File: src/rtl/snn_pkg.sv
`default_nettype none
// ============================================================================
//  Module   : snn_pkg
//  Purpose  : Shared types and helpers for the spiking-network step scheduler:
//             FSM state encoding, default state width and saturating add.
//  Revision : 1.0  initial release
// ============================================================================
package snn_pkg;

    // Step scheduler FSM states, two-bit encoding
    typedef enum logic [1:0] {
        ST_IDLE   = 2'd0,
        ST_SAMPLE = 2'd1,
        ST_REQ    = 2'd2,
        ST_COMMIT = 2'd3
    } fsm_e;

    // Default width of membrane state and input current
    localparam int STATE_W_DEF = 8;

    // Unsigned add of two operands, clamped to 2^w-1 (w up to 32)
    function automatic logic [31:0] sat_add(input logic [31:0] a,
                                            input logic [31:0] b,
                                            input int unsigned w);
        logic [32:0] sum;
        logic [32:0] lim;
        sum = {1'b0, a} + {1'b0, b};
        lim = (33'd1 << w) - 33'd1;
        return (sum > lim) ? lim[31:0] : sum[31:0];
    endfunction

endpackage
`default_nettype wire

File: src/rtl/snn_tick_gen.sv
`default_nettype none
// ============================================================================
//  Module   : snn_tick_gen
//  Purpose  : Time-step prescaler. Counts 0..TICK_PERIOD-1 while enabled and
//             flags the last count as the step tick; held at 0 when disabled.
//  Revision : 1.0  initial release
// ============================================================================
module snn_tick_gen #(
    parameter int TICK_PERIOD = 16
) (
    input  logic clk,
    input  logic rst_n,
    input  logic en_i,
    output logic tick_o
);

    localparam int              CNT_W    = (TICK_PERIOD > 1) ? $clog2(TICK_PERIOD) : 1;
    localparam logic [CNT_W-1:0] CNT_LAST = CNT_W'(TICK_PERIOD - 1);

    logic [CNT_W-1:0] cnt_q;

    // Free-running step counter, parked at zero whenever the enable is low
    always_ff @(posedge clk or negedge rst_n) begin
        if (!rst_n) begin
            cnt_q <= '0;
        end else if (!en_i) begin
            cnt_q <= '0;
        end else if (cnt_q == CNT_LAST) begin
            cnt_q <= '0;
        end else begin
            cnt_q <= cnt_q + CNT_W'(1);
        end
    end

    // Gate with the enable so a drop on the last count suppresses the tick
    assign tick_o = en_i && (cnt_q == CNT_LAST);

endmodule
`default_nettype wire

File: src/rtl/snn_step_scheduler.sv
`default_nettype none
// ============================================================================
//  Module   : snn_step_scheduler
//  Purpose  : Time-multiplexes one shared leaky neuron core over NUM_NEURONS
//             neurons. Each step samples input spikes, walks every neuron
//             through the core over a valid/ack handshake, writes back the
//             new membrane states and publishes the step's spike vector.
//  Revision : 1.0  initial release
// ============================================================================
module snn_step_scheduler
    import snn_pkg::*;
#(
    parameter int                 NUM_NEURONS = 8,
    parameter int                 STATE_W     = STATE_W_DEF,
    parameter logic [STATE_W-1:0] W_IN        = STATE_W'(40),
    parameter logic [STATE_W-1:0] W_REC       = STATE_W'(24),
    parameter int                 TICK_PERIOD = 16
) (
    input  logic                           clk,
    input  logic                           rst_n,
    input  logic                           en_i,
    input  logic [NUM_NEURONS-1:0]         in_spike_i,
    output logic                           core_req_o,
    output logic [$clog2(NUM_NEURONS)-1:0] core_idx_o,
    output logic [STATE_W-1:0]             core_state_o,
    output logic [STATE_W-1:0]             core_current_o,
    input  logic                           core_ack_i,
    input  logic [STATE_W-1:0]             core_state_nxt_i,
    input  logic                           core_spike_i,
    output logic [NUM_NEURONS-1:0]         spike_out_o,
    output logic                           step_done_o,
    output logic                           busy_o,
    output logic                           overrun_o
);

    localparam int               IDX_W    = $clog2(NUM_NEURONS);
    localparam logic [IDX_W-1:0] IDX_LAST = IDX_W'(NUM_NEURONS - 1);

    fsm_e                   fsm_q, fsm_d;
    logic [IDX_W-1:0]       idx_q, idx_d;
    logic                   w_tick;
    logic                   w_wr;
    logic [NUM_NEURONS-1:0] in_q;
    logic [NUM_NEURONS-1:0] prev_q;
    logic [NUM_NEURONS-1:0] acc_q;
    logic [STATE_W-1:0]     mem_q [NUM_NEURONS];
    logic [NUM_NEURONS-1:0] spike_out_q;
    logic                   step_done_q;
    logic                   busy_q;
    logic                   overrun_q;
    logic [IDX_W-1:0]       w_prev_idx;
    logic [STATE_W-1:0]     w_in_term;
    logic [STATE_W-1:0]     w_rec_term;

    snn_tick_gen #(
        .TICK_PERIOD (TICK_PERIOD)
    ) u_tick_gen (
        .clk    (clk),
        .rst_n  (rst_n),
        .en_i   (en_i),
        .tick_o (w_tick)
    );

    // FSM and neuron index registers
    always_ff @(posedge clk or negedge rst_n) begin
        if (!rst_n) begin
            fsm_q <= ST_IDLE;
            idx_q <= '0;
        end else begin
            fsm_q <= fsm_d;
            idx_q <= idx_d;
        end
    end

    // Next-state decode; an ack outside REQ is simply not looked at
    always_comb begin
        fsm_d = fsm_q;
        idx_d = idx_q;
        w_wr  = 1'b0;
        case (fsm_q)
            ST_IDLE: begin
                if (w_tick) fsm_d = ST_SAMPLE;
            end
            ST_SAMPLE: begin
                idx_d = '0;
                fsm_d = ST_REQ;
            end
            ST_REQ: begin
                if (core_ack_i) begin
                    w_wr = 1'b1;
                    if (idx_q == IDX_LAST) fsm_d = ST_COMMIT;
                    else                   idx_d = idx_q + IDX_W'(1);
                end
            end
            ST_COMMIT: begin
                fsm_d = ST_IDLE;
            end
            default: begin
                fsm_d = ST_IDLE;
            end
        endcase
    end

    // Per-neuron storage: sampled inputs, membrane states, step spike accumulator
    always_ff @(posedge clk or negedge rst_n) begin
        if (!rst_n) begin
            in_q   <= '0;
            acc_q  <= '0;
            prev_q <= '0;
            for (int i = 0; i < NUM_NEURONS; i++) mem_q[i] <= '0;
        end else begin
            if (fsm_q == ST_SAMPLE) in_q <= in_spike_i;
            if (w_wr) begin
                mem_q[idx_q] <= core_state_nxt_i;
                acc_q[idx_q] <= core_spike_i;
            end
            if (fsm_q == ST_COMMIT) prev_q <= acc_q;
        end
    end

    // Registered status outputs; overrun is sticky until reset
    always_ff @(posedge clk or negedge rst_n) begin
        if (!rst_n) begin
            spike_out_q <= '0;
            step_done_q <= 1'b0;
            busy_q      <= 1'b0;
            overrun_q   <= 1'b0;
        end else begin
            if (fsm_q == ST_COMMIT) spike_out_q <= acc_q;
            step_done_q <= (fsm_q == ST_COMMIT);
            busy_q      <= (fsm_d != ST_IDLE);
            if (w_tick && (fsm_q != ST_IDLE)) overrun_q <= 1'b1;
        end
    end

    // Recurrent source wraps: neuron 0 listens to the last neuron
    assign w_prev_idx = (idx_q == '0) ? IDX_LAST : (idx_q - IDX_W'(1));
    assign w_in_term  = in_q[idx_q]        ? W_IN  : '0;
    assign w_rec_term = prev_q[w_prev_idx] ? W_REC : '0;

    // Core-facing signals come only from registered FSM, index and arrays
    assign core_req_o     = (fsm_q == ST_REQ);
    assign core_idx_o     = idx_q;
    assign core_state_o   = mem_q[idx_q];
    assign core_current_o = STATE_W'(sat_add(32'(w_in_term), 32'(w_rec_term), STATE_W));

    assign spike_out_o = spike_out_q;
    assign step_done_o = step_done_q;
    assign busy_o      = busy_q;
    assign overrun_o   = overrun_q;

endmodule
`default_nettype wire
File: config.mk
export PLATFORM = sky130hd
export DESIGN_NAME = snn_step_scheduler
export DESIGN_NICKNAME = d
export VERILOG_FILES = /design/src/rtl/snn_pkg.sv /design/src/rtl/snn_tick_gen.sv /design/src/rtl/snn_step_scheduler.sv
export SDC_FILE = /design/constraint.sdc
export NUM_CORES = 1
export LEC_CHECK = 0
export BUFFER_PORTS_ARGS = -buffer_cell sky130_fd_sc_hd__buf_4
export CAP_MARGIN = 40
export CORE_ASPECT_RATIO = 0.7
export CORE_MARGIN = 1.5
export CORE_UTILIZATION = 51
export CTS_CLUSTER_DIAMETER = 50
export DETAILED_ROUTE_END_ITERATION = 10
export PLACE_DENSITY_LB_ADDON = 0.3
export SLEW_MARGIN = 15
export SYNTH_ARGS = -nofsm -noshare
export SYNTH_HDL_FRONTEND = slang
export SYNTH_HIERARCHICAL = 1
export SYNTH_SLANG_ARGS = --single-unit
File: constraint.sdc
create_clock -name clk -period 2.92 [get_ports clk]
set_input_delay 0.146 -clock clk [delete_from_list [all_inputs] [get_ports clk]]
set_output_delay 0.146 -clock clk [all_outputs]
set_load 0.01 [all_outputs]
==> impl_metrics.yaml <==
route:
  totalWireLength_mm: 9.71
  vias: 2830
  viasPerCell: 5.54
  routedWlPerCell_um: 19.0
  drtPass1Iterations: 4
  ant_nets: 0
  drc_errors: 0
  drtIter0Drc: 150
yosys:
  synth_xor_area_frac: 0.00184
  ys_top_cells_by_area: "dfrtp_1 53%, mux2_2 17%, mux2_4 5.7%"
  netlist_instances: 330
  ys_seq_elements: 100
  synth_edf_count: 0
  synthDominantCellAreaShare: 0.526
  synth_top_family_by_area: "multiplexers"
  synth-async-reset-ratio: 1.00
  synthAdderAreaFrac: 0.0316
  synth_compound_area_frac: 0.0419
  synth.area.mux_share: 0.302
  synth_largest_area_cell: "dfrtp_1"
  ys_seq_area_frac: 0.526
  synth-simple-area-share: 0.0642
  ys_warn_count: 6
  ys.flop_type: "dfrtp_1"
  syn_avg_cell_area_um2: 14.4
  synth.distinct_cells: 46
  syn-cell-area_um2: 4750
cts:
  cts_resized: 0
  postCtsHoldBufs: 1
  cts_buffer_depth: 2
  h-tree-depth: 3
  cts_tree: "yes"
  cts-root-buf: "clkbuf_16"
  clock_sinks: 100
  cts_made_buffers: 9
  cts.clk_slew.worst_paths_ps: 60
  clk_latency_ps: 340
  cts_setup_buffers: 0
worst_hold_path:
  holdPathStages: 2
  hold_class: "in -> reg"
sta:
  hold_viol: 0
  finalSetupTns_ps: 0
  timing.final.crit_share: 0.864
  skew_ps: 3.74
  maxSlewViolCount: 0
  setup_ws_ps: 397
  rsz0062_at_grt: "no"
  setup_viol: 0
  max_freq_ghz: 0.396
  fin_crit_ps: 2520
  relSlewSlack: 0.506
  tightest_slew_ps: 741
global_routing:
  antenna_found_initial: 0
  grt_max_degree: 57
  grt_usage: 0.217
  grt_pass1_wl_mm: 16.3
  grt_pass1_vias: 2970
  overflow: 0
pwr:
  power.density_nw_per_um2: 613
  totalPowerFinal_mw: 3.38
  ir_drop_mv: 0.450
  cellLeakagePower_nw: 2.78
critical_path:
  slowest_delay_ps: 410
  critical_path_buf_inv_count: 2
  cp_slowest_cell: "ha_1"
  worstPathArrival_ps: 2380
  path_cells: "clkinv_1 > ha_1 > nor3_1 > a211o_1 > o31ai_1 > ha_1 > buf_4"
  critPathMaxFanout: 5
  endpoint_kind: "output port"
  cp-start-kind: "flop"
  worstSetupPathDepth: 7
  reg2reg_depth: 5
  crit_type: "reg -> out"
  crit_required_ps: 2770
  worst_path_most_repeated_cell: "ha_1"
  path_delay_family: "adder cells"
die:
  die-area_um2: 9920
  core_um2: 9070
  rows: 29
  start_util: 0.524
  pin_count: 52
  die_w_um: 118
  chipHeight_um: 83.8
final_layout:
  fin_nets: 415
  final_cell_mix: "100 x dfrtp_1, 71 x mux2_2, 51 x buf_4"
  drive_gt1_frac: 0.457
  stdcell_count: 511
  final_common_cell: "dfrtp_1"
  syn2layout_area_growth_pct: 16.0
  num_antenna_cells: 0
place:
  numPortBuffers: 47
  post-dp-hpwl_mm: 6.43
  routabilityCongestion: 0.826
  post-place-cells: 494
  place_ws_ps: 750
flow_run:
  cap_violations: 0
status:
  status: "finished, final reports clean"
## report_power, final
part / total [mW] / internal, mW / switching, mW
clock: 1.10 / 0.598 / 0.499
combinational: 0.765 / 0.404 / 0.361
sequential: 1.52 / 1.47 / 0.0488
## registers in the layout, summed over array words and instances, names as in the netlist
register          cells
in_q                  8
step_done_o           1
busy_o                1
mem_q                64
spike_out_o           8
u_tick_gen/cnt_q      4
fsm_q                 2
core_idx_o            3
acc_q                 8
overrun_o             1
## per-layer routing
layer	track usage	vias to the layer above	wire (um)
met5	0	-	0
met4	0.0657	0	91
met3	0.0540	7	412
met2	0.323	53	4370
met1	0.316	1478	4840
li1	-	1292	-
## cell usage after synthesis, drive strengths merged, types with 3 or more instances
library cell	number
dfrtp	100
mux2	89
nand2	20
buf	13
mux4	13
ha	12
nor2	9
inv	8
mux2i	7
and3	4
a22o	3
a31oi	3
and2	3
clkbuf	3
nand2b	3
nand3	3
nand3b	3
nor2b	3
o21ai	3
## final timing paths
check	start	endpoint	slack (ps)
max	core_idx_o[0]	core_current_o[3]	400
min	en_i	u_tick_gen/cnt_q[1]	20
max reg2reg	fsm_q[0]	mem_q[55]	770
min reg2reg	overrun_o	overrun_o	470
max in group asynchronous	rst_n	mem_q[22]	1890
min in group asynchronous	rst_n	spike_out_o[0]	340
## logic make-up after synthesis
group                    Yosys count
AND/OR/NAND/NOR                   55
adder cells (fa/ha/maj)           12
buffers and inverters             26
multiplexers                     109
flip-flops                       100
XOR/XNOR                           1
AO/OA/AOI/OAI                     26
other                              1
## per-stage QoR
step | hold WS [ps] | utilization | instance area, um^2
2_1_floorplan | -150 | - | 4760
3_3_place_gp | 181 | 0.577 | 5230
3_5_place_dp | 178 | 0.577 | 5230
4_1_cts | 12.5 | 0.608 | 5510
5_1_grt | 17.9 | 0.608 | 5510
6_report | 19.2 | 0.608 | 5510
## final cells by class
class | instances | area, um^2
Multi-Input combinational cell | 207 | 2110
Sequential cell | 100 | 2500
Timing Repair Buffer | 54 | 433
Clock buffer | 12 | 246
Fill cell | 735 | 3560
Clock inverter | 4 | 25.0
Inverter | 10 | 37.5
Tap cell | 124 | 155
Power figures use the tool's default switching activity.
